==> config.mk <==
export PLATFORM = sky130hd
export DESIGN_NAME = mem_port_arbiter_flat
export DESIGN_NICKNAME = d
export VERILOG_FILES = /design/src/rtl/mem_port_arbiter_if.sv /design/src/rtl/mem_port_arbiter.sv /design/src/flat_wrapper.sv
export SDC_FILE = /design/constraint.sdc
export NUM_CORES = 1
export LEC_CHECK = 0
export CORE_AREA = 2 2 91 93
export CTS_BUF_LIST = sky130_fd_sc_hd__clkbuf_4 sky130_fd_sc_hd__clkbuf_8 sky130_fd_sc_hd__clkbuf_16
export DETAILED_ROUTE_END_ITERATION = 12
export DIE_AREA = 0 0 93 95
export PLACE_DENSITY_LB_ADDON = 0.08
export SETUP_SLACK_MARGIN = 0.4
export SYNTH_ARGS = -nofsm -noshare
export SYNTH_HDL_FRONTEND = slang
export SYNTH_SLANG_ARGS = --single-unit
==> constraint.sdc <==
create_clock -name clk -period 0.9 [get_ports clk]
set_input_delay 0.135 -clock clk [delete_from_list [all_inputs] [get_ports clk]]
set_output_delay 0.135 -clock clk [all_outputs]
set_load 0.05 [all_outputs]
==> src/rtl/mem_port_arbiter_if.sv <==
`timescale 1ns/1ps
`default_nettype none
//------------------------------------------------------------------------------
// Module   : mem_port_arbiter_if
// Purpose  : Bundles the fetch port, the load/store port and the single-port
//            memory bus that mem_port_arbiter sits between.
// Ports    : i_req/i_addr -> i_gnt/i_valid          (instruction fetch)
//            d_req/d_we/d_addr/d_wdata -> d_gnt/d_valid (load/store)
//            rdata                                  (shared read return)
//            m_en/m_we/m_addr/m_wdata -> m_rdata    (memory side)
// Modports : slave  - the arbiter
//            master - the core/memory environment around it
// Revision : 1.0 - initial release
//------------------------------------------------------------------------------
interface mem_port_arbiter_if #(
   parameter int ADDR_W = 32
) ();
   logic              i_req;
   logic [ADDR_W-1:0] i_addr;
   logic              i_gnt;
   logic              i_valid;
   logic              d_req;
   logic              d_we;
   logic [ADDR_W-1:0] d_addr;
   logic [31:0]       d_wdata;
   logic              d_gnt;
   logic              d_valid;
   logic [31:0]       rdata;
   logic              m_en;
   logic              m_we;
   logic [ADDR_W-1:0] m_addr;
   logic [31:0]       m_wdata;
   logic [31:0]       m_rdata;

   modport slave (
      input  i_req, i_addr, d_req, d_we, d_addr, d_wdata, m_rdata,
      output i_gnt, i_valid, d_gnt, d_valid, rdata, m_en, m_we, m_addr, m_wdata
   );

   modport master (
      output i_req, i_addr, d_req, d_we, d_addr, d_wdata, m_rdata,
      input  i_gnt, i_valid, d_gnt, d_valid, rdata, m_en, m_we, m_addr, m_wdata
   );
endinterface
`default_nettype wire

==> src/rtl/mem_port_arbiter.sv <==
`timescale 1ns/1ps
`default_nettype none
//------------------------------------------------------------------------------
// Module   : mem_port_arbiter
// Purpose  : Shares one single-port synchronous memory between the core's
//            instruction-fetch port and its load/store port. At most one
//            access is granted per cycle; every read is tagged with its source
//            and the matching valid pulse fires RD_LATENCY cycles later.
// Ports    : clk   - clock, rising edge
//            reset - asynchronous, active-high
//            bus   - mem_port_arbiter_if.slave (fetch, load/store, memory)
// Params   : ADDR_W     - address width
//            RD_LATENCY - memory read latency, 1..4 (tag pipeline depth)
//            MAX_D_RUN  - data grants allowed while fetch waits (fair mode)
// Options  : MEM_ARB_FAIR_EN - when defined, fetch is forced through after
//            MAX_D_RUN consecutive data grants; otherwise data has strict
//            priority and fetch may starve.
// Revision : 1.0 - initial release
//------------------------------------------------------------------------------
module mem_port_arbiter #(
   parameter int ADDR_W     = 32,
   parameter int RD_LATENCY = 1,
   parameter int MAX_D_RUN  = 4
) (
   input  logic              clk,
   input  logic              reset,
   mem_port_arbiter_if.slave bus
);

   localparam logic c_SRC_I = 1'b1;
   localparam logic c_SRC_D = 1'b0;

   if (RD_LATENCY < 1 || RD_LATENCY > 4) begin : g_bad_latency
      $error("mem_port_arbiter: RD_LATENCY must be in 1..4");
   end
   if (MAX_D_RUN < 1) begin : g_bad_run
      $error("mem_port_arbiter: MAX_D_RUN must be at least 1");
   end

   logic              w_i_gnt;
   logic              w_d_gnt;
   logic              w_force;
   logic [ADDR_W-1:0] w_m_addr;
   logic              w_tag_vld_in;
   logic              w_tag_src_in;

`ifdef MEM_ARB_FAIR_EN
   localparam int               CNT_W     = $clog2(MAX_D_RUN + 1);
   localparam logic [CNT_W-1:0] c_RUN_MAX = CNT_W'(MAX_D_RUN);
   localparam logic [0:0]       c_D_PRI   = 1'b0;
   localparam logic [0:0]       c_I_FORCE = 1'b1;

   logic [0:0]       r_state;
   logic [0:0]       w_state_nxt;
   logic [CNT_W-1:0] r_cnt;
   logic [CNT_W-1:0] w_cnt_nxt;

   always_ff @(posedge clk or posedge reset) begin
      if (reset) begin
         r_state <= c_D_PRI;
         r_cnt   <= '0;
      end else begin
         r_state <= w_state_nxt;
         r_cnt   <= w_cnt_nxt;
      end
   end

   // The run counter only measures data grants that overtook a waiting fetch.
   // The switch to I_FORCE is taken on the edge that closes the MAX_D_RUN-th
   // such grant, so fetch is served in the very next cycle.
   always_comb begin
      w_state_nxt = r_state;
      w_cnt_nxt   = r_cnt;
      case (r_state)
         c_D_PRI: begin
            if (!bus.i_req || w_i_gnt) begin
               w_cnt_nxt = '0;
            end else if (w_d_gnt) begin
               w_cnt_nxt = r_cnt + 1'b1;
               if (w_cnt_nxt == c_RUN_MAX) begin
                  w_state_nxt = c_I_FORCE;
               end
            end
         end
         c_I_FORCE: begin
            if (w_i_gnt || !bus.i_req) begin
               w_state_nxt = c_D_PRI;
               w_cnt_nxt   = '0;
            end
         end
         default: begin
            w_state_nxt = c_D_PRI;
            w_cnt_nxt   = '0;
         end
      endcase
   end

   assign w_force = (r_state == c_I_FORCE);
`else
   assign w_force = 1'b0;
`endif

   // Grants are gated by reset so that the combinational outputs drop the
   // moment reset rises, not at the next edge.
   always_comb begin
      w_i_gnt = 1'b0;
      w_d_gnt = 1'b0;
      if (!reset) begin
         if (w_force) begin
            w_i_gnt = bus.i_req;
            w_d_gnt = bus.d_req & ~bus.i_req;
         end else begin
            w_d_gnt = bus.d_req;
            w_i_gnt = bus.i_req & ~bus.d_req;
         end
      end
   end

   assign w_m_addr    = w_d_gnt ? bus.d_addr : (w_i_gnt ? bus.i_addr : '0);
   assign bus.i_gnt   = w_i_gnt;
   assign bus.d_gnt   = w_d_gnt;
   assign bus.m_en    = w_i_gnt | w_d_gnt;
   assign bus.m_we    = w_d_gnt & bus.d_we;
   assign bus.m_addr  = w_m_addr;
   assign bus.m_wdata = w_d_gnt ? bus.d_wdata : 32'h0;
   assign bus.rdata   = bus.m_rdata;

   // Stores complete at grant, so only reads enter the tag pipeline.
   assign w_tag_vld_in = w_i_gnt | (w_d_gnt & ~bus.d_we);
   assign w_tag_src_in = w_i_gnt ? c_SRC_I : c_SRC_D;

   logic [RD_LATENCY-1:0] r_tag_vld;
   logic [RD_LATENCY-1:0] r_tag_src;

   if (RD_LATENCY == 1) begin : g_tag_single
      always_ff @(posedge clk or posedge reset) begin
         if (reset) begin
            r_tag_vld <= '0;
            r_tag_src <= '0;
         end else begin
            r_tag_vld <= w_tag_vld_in;
            r_tag_src <= w_tag_src_in;
         end
      end
   end else begin : g_tag_shift
      always_ff @(posedge clk or posedge reset) begin
         if (reset) begin
            r_tag_vld <= '0;
            r_tag_src <= '0;
         end else begin
            r_tag_vld <= {r_tag_vld[RD_LATENCY-2:0], w_tag_vld_in};
            r_tag_src <= {r_tag_src[RD_LATENCY-2:0], w_tag_src_in};
         end
      end
   end

   assign bus.i_valid = r_tag_vld[RD_LATENCY-1] & (r_tag_src[RD_LATENCY-1] == c_SRC_I);
   assign bus.d_valid = r_tag_vld[RD_LATENCY-1] & (r_tag_src[RD_LATENCY-1] == c_SRC_D);

endmodule
`default_nettype wire

==> src/flat_wrapper.sv <==
// flat-port wrapper written by rule: the top's interface ports become plain ports
module mem_port_arbiter_flat 
#(
   parameter int ADDR_W     = 32,
   parameter int RD_LATENCY = 1,
   parameter int MAX_D_RUN  = 4
)
  (clk, reset, bus_i_req, bus_i_addr, bus_d_req, bus_d_we, bus_d_addr, bus_d_wdata, bus_m_rdata, bus_i_gnt, bus_i_valid, bus_d_gnt, bus_d_valid, bus_rdata, bus_m_en, bus_m_we, bus_m_addr, bus_m_wdata);
  mem_port_arbiter_if #(.ADDR_W(ADDR_W)) bus_i ();
  input  logic clk;
  input  logic reset;
  input wire logic [$bits(bus_i.i_req)-1:0] bus_i_req;
  input wire logic [$bits(bus_i.i_addr)-1:0] bus_i_addr;
  input wire logic [$bits(bus_i.d_req)-1:0] bus_d_req;
  input wire logic [$bits(bus_i.d_we)-1:0] bus_d_we;
  input wire logic [$bits(bus_i.d_addr)-1:0] bus_d_addr;
  input wire logic [$bits(bus_i.d_wdata)-1:0] bus_d_wdata;
  input wire logic [$bits(bus_i.m_rdata)-1:0] bus_m_rdata;
  output wire logic [$bits(bus_i.i_gnt)-1:0] bus_i_gnt;
  output wire logic [$bits(bus_i.i_valid)-1:0] bus_i_valid;
  output wire logic [$bits(bus_i.d_gnt)-1:0] bus_d_gnt;
  output wire logic [$bits(bus_i.d_valid)-1:0] bus_d_valid;
  output wire logic [$bits(bus_i.rdata)-1:0] bus_rdata;
  output wire logic [$bits(bus_i.m_en)-1:0] bus_m_en;
  output wire logic [$bits(bus_i.m_we)-1:0] bus_m_we;
  output wire logic [$bits(bus_i.m_addr)-1:0] bus_m_addr;
  output wire logic [$bits(bus_i.m_wdata)-1:0] bus_m_wdata;
  assign bus_i.i_req = bus_i_req;
  assign bus_i.i_addr = bus_i_addr;
  assign bus_i.d_req = bus_d_req;
  assign bus_i.d_we = bus_d_we;
  assign bus_i.d_addr = bus_d_addr;
  assign bus_i.d_wdata = bus_d_wdata;
  assign bus_i.m_rdata = bus_m_rdata;
  assign bus_i_gnt = bus_i.i_gnt;
  assign bus_i_valid = bus_i.i_valid;
  assign bus_d_gnt = bus_i.d_gnt;
  assign bus_d_valid = bus_i.d_valid;
  assign bus_rdata = bus_i.rdata;
  assign bus_m_en = bus_i.m_en;
  assign bus_m_we = bus_i.m_we;
  assign bus_m_addr = bus_i.m_addr;
  assign bus_m_wdata = bus_i.m_wdata;
  mem_port_arbiter #(.ADDR_W(ADDR_W), .RD_LATENCY(RD_LATENCY), .MAX_D_RUN(MAX_D_RUN)) u_core (.clk(clk), .reset(reset), .bus(bus_i));
endmodule
# Word-level counts from Yosys, hierarchy flattened
# Cells that the tools add are included.
[op_classes]
mux = 6
n_bitwise = 10
[op_table]
columns = ["operator", "count"]
rows = [
  ["32-bit 2-to-1 mux", 3],
  ["1-bit bitwise AND", 5],
  ["1-bit 2-to-1 mux", 3],
  ["1-bit NOT", 3],
  ["1-bit OR", 2],
]
[totals]
reg_bits = 2
input_bits = 133
output_inout_bits = 102
wordCells = 18

# Depth between registers and ports, before layout
[logic_depth]
ltp_word = 5
ltp_mapped = 4
ltp_nobuf = 2

# Worst setup path after synthesis
# Ideal clock, no wire load.
[synth_path]
kind = "input to output"
start = "in bus_i_req"
end = "out bus_m_en"
arrival_ns = 1.253
required_ns = 0.765
slack_ns = -0.488
stages = 4
path_buffers = 2
path_cell_list = "buf_2 > clkbuf_1 > nor2_1 > nor2_1"
[synth_between]
elab_chain_len = 3
[synth_lines]
columns = ["element", "line_no", "rtl"]
rows = [
  ["start: declaration", "flat_wrapper.sv:12", "input wire logic [$bits(bus_i.i_req)-1:0] bus_i_req;"],
  ["1-bit bitwise AND", "mem_port_arbiter.sv:114", "w_i_gnt = bus.i_req & ~bus.d_req;"],
  ["1-bit 2-to-1 mux", "mem_port_arbiter.sv:108", "if (!reset) begin"],
  ["1-bit OR", "mem_port_arbiter.sv:122", "assign bus.m_en = w_i_gnt | w_d_gnt;"],
  ["end: declaration", "flat_wrapper.sv:24", "output wire logic [$bits(bus_i.m_en)-1:0] bus_m_en;"],
]
# No other way between the ends.

# Worst setup path in the final report
[layout_path]
start = "in bus_d_req"
end = "out bus_m_addr[29]"
[layout_between]
elab_chain_len = 5
elab_cells_between_ends = 6
classes_between = "mux: 4; bitwise: 2"
[layout_lines]
columns = ["element", "line_no", "rtl"]
rows = [
  ["start: declaration", "flat_wrapper.sv:14", "input wire logic [$bits(bus_i.d_req)-1:0] bus_d_req;"],
  ["1-bit NOT", "mem_port_arbiter.sv:114", ""],
  ["1-bit bitwise AND", "mem_port_arbiter.sv:114", ""],
  ["1-bit 2-to-1 mux", "mem_port_arbiter.sv:108", ""],
  ["32-bit 2-to-1 mux", "mem_port_arbiter.sv:119", "assign w_m_addr = w_d_gnt ? bus.d_addr : (w_i_gnt ? bus.i_addr : '0);"],
  ["32-bit 2-to-1 mux (*)", "mem_port_arbiter.sv:119", ""],
  ["end: declaration", "flat_wrapper.sv:26", "output wire logic [$bits(bus_i.m_addr)-1:0] bus_m_addr;"],
]
# Mark *: on every way between the ends. The rest lies on a longest branch, timed or not.

==> impl_metrics.tcl <==
set metrics [dict create \
    holdWs_ns -0.06497 \
    cts_max_level 1 \
    synthSimpleGateAreaFrac_pct 26.63 \
    synth_fa_ha_area_share_pct 0 \
    io_buffers 170 \
    muxShareOfSynthArea_pct 0 \
    postRouteAntennaNets 0 \
    nets 415 \
    p_switching_uw 1046 \
    clk_pin_slew_ns 0.03 \
    failed_checks "negative hold slack, negative setup slack" \
    utilization_pct 49.18 \
    grt_setup_unrepaired "yes" \
    core-area_mm2 0.007928 \
    cp_common_cell "buf_12" \
    slew_viol_final 0 \
    hold_path.class "in -> async" \
    fmax_mhz 782.3 \
    ys_types 14 \
    clock_power_share_pct 12.4 \
    arrival_ns 1.14 \
    die-width_um 93 \
    path_class "in -> out" \
    drive_gt1_share_pct 64.29 \
    grt-ovfl-total 0 \
    dieHeight_um 95 \
    avgSynthCellArea_um2 7.881 \
    total_power_uw 2764 \
    synth_xor_area_share_pct 0 \
    numClockSinks 2 \
    grt_max_degree 41 \
    die_area_mm2 0.008835 \
    end_kind "output port" \
    cp_num_buf_inv 6 \
    cp_cell_sequence "buf_8 > buf_6 > nor2_4 > buf_12 > buf_12 > buf_12 > a32o_2 > buf_12" \
    clockBufferDepth 2 \
    drc 0 \
    pwr-share-comb_pct 84.1 \
    cts_tree "yes" \
    switching_share_pct 37.84 \
    routabilityCongestion 0.6414 \
    power_density_mw_per_mm2 708.9 \
    synth_top_family_by_area "buffers and inverters" \
    grt_pass1_vias 1616 \
    fillCellCount 733 \
    ir_drop_mv 0.3597 \
    syn_to_final_growth_pct 299.0 \
    timing.final.ws_setup_ns -0.3782 \
    max_slew_margin_pct 86.33 \
    synth-compound-area-share_pct 33.29 \
    synth_top_area_share_pct 32.78 \
    routed_wl_mm 6.723 \
    seq_power_share_pct 3.5 \
    antenna_found_initial 0 \
    grt_pass1_wl_mm 9.384 \
    seq_area_frac_synth_pct 5.122 \
    synthesis.area_um2 977.2 \
    intPower_uw 1718 \
    vias 1593 \
    run_status "finished with violations" \
    crit_fanout 7 \
    cap_violations 0 \
    setup_viol 71 \
    hpwl_mm 5.086 \
    viasPerCell 4.138 \
    slowest_delay_ns 0.20 \
    numCtsBuffers 3 \
    fin_crit_ns 1.278 \
    ys_top_cells_by_area "a32o_1, buf_4, and2_1" \
    final_min_period_over_clock_period_pct 142.0 \
    synth_fp_nets 257 \
    diodes 0 \
    gr-usage-all-layers_pct 13.64 \
    placementRows 33 \
    syn-instance-count 124 \
    initial_utilization_pct 12.33 \
    drt_iter0_drc 29 \
    p_leak_uw 0.001725 \
    synth_top_area_cell "a32o_1" \
    cp-start-kind "primary input" \
    hold_violations 2 \
    ys_warn_count 0 \
    cp_slowest_cell "a32o_2" \
    worst-slew-pin-transition_ns 0.2047 \
    critPathTopFamily "buffers and inverters" \
    clock_tree.root_cell "clkbuf_8" \
    yosys_register_bits 2 \
    cp.required_ns 0.76 \
    drtPass1Iterations 4 \
    ioPinCount 235 \
    startpoint "bus_d_req" \
    post_drt_wl_per_cell_um 17.46 \
]
[routing by layer]
layer | global-route usage (%) | vias up | routed length, um
met5 | 0 | - | 0
met4 | 2.574 | 0 | 87
met3 | 5.347 | 12 | 773
met2 | 24.21 | 117 | 3559
met1 | 15.66 | 725 | 2303
li1 | - | 739 | -
[area by class of cell]
type                       count  area, um2  area share [%]
clock buffer                   3      41.29           1.059
inverter                       1      3.754         0.09628
multi-input combinational     75      764.5           19.61
sequential                     2      50.05           1.284
tap                          105      131.4           3.370
timing repair buffer         199       2908           74.58
[path summary, 6_finish.rpt]
kind / to / slack (ns) / cells past startpoint
worst max-delay path: bus_m_addr[29] / -0.38 / 8
worst min-delay path: u_core.r_tag_vld / -0.06 / 3
max in group asynchronous: u_core.r_tag_src / 0.86 / 3
min in group clk: u_core.r_tag_vld / 0.23 / 3
[registers in the layout, summed over array words and instances (netlist names)]
name              flops
u_core.r_tag_src      1
u_core.r_tag_vld      1
[tightest hold or removal path, delay by kind of cell]
family,cells,cell delay (ns)
buffers and inverters,3,0.34
[synthesized netlist by cell type (all sizes together)]
library cell,number
nand2b,2
a21oi,1
inv,1
dfrtp,2
a32o,32
nor2b,2
buf,43
and2,35
clkbuf,3
nor2,3
[cells in the final DEF (no fill, tap or decap)]
cell | netlist | final
nor2b_4 | 0 | 2
buf_12 | 0 | 80
nor2_4 | 0 | 3
clkdlybuf4s50_1 | 0 | 96
buf_6 | 5 | 7
buf_8 | 0 | 4
dfrtp_1 | 2 | 2
and2_4 | 0 | 35
clkbuf_8 | 0 | 3
clkbuf_16 | 0 | 2
a32o_2 | 0 | 32
nand2b_4 | 0 | 2
a21oi_2 | 0 | 1
buf_4 | 32 | 5
dlygate4sd2_1 | 0 | 1
buf_16 | 0 | 4
inv_1 | 1 | 1
[kinds of logic (layout without fill, tap and decap cells)]
| logic type | after synthesis | in the layout |
|---|---|---|
| buffers and inverters | 47 | 203 |
| and+or+nand+nor | 42 | 42 |
| AOI/OAI and AO/OA | 33 | 33 |
| DFF | 2 | 2 |
[per-stage QoR]
step | cell area, um2 | cells | worst slack (ns) | setup TNS, ns
2_1_floorplan | 1175 | 124 | -0.07045 | -2.018
3_3_place_gp | 3463 | 363 | -0.7299 | -49.04
3_5_place_dp | 3463 | 363 | -0.7640 | -50.99
4_1_cts | 3749 | 377 | -0.3785 | -20.82
5_1_grt | 3899 | 385 | -0.4130 | -24.24
6_report | 3899 | 385 | -0.3782 | -21.98
[power by group through the flow]
stage	combinational (uW)	sequential, uW	clock (uW)
after floorplan	1290	98.7	0
after global placement	2130	99.0	0
after detailed placement	2130	99.0	0
after CTS	2270	98.2	349
after global routing	2410	98.7	355
final	2320	98.1	342
[what timing repair did]
item | 4_1_cts | 5_1_grt
pin swaps | 20 | 25
resized for setup | 32 | 6
cloned | 4 | 4
endpoints found under the hold margin | 2 | 2
endpoints found under the setup margin | 74 | 72
setup buffers | 7 | 4
Power figures use the tool's default switching activity.
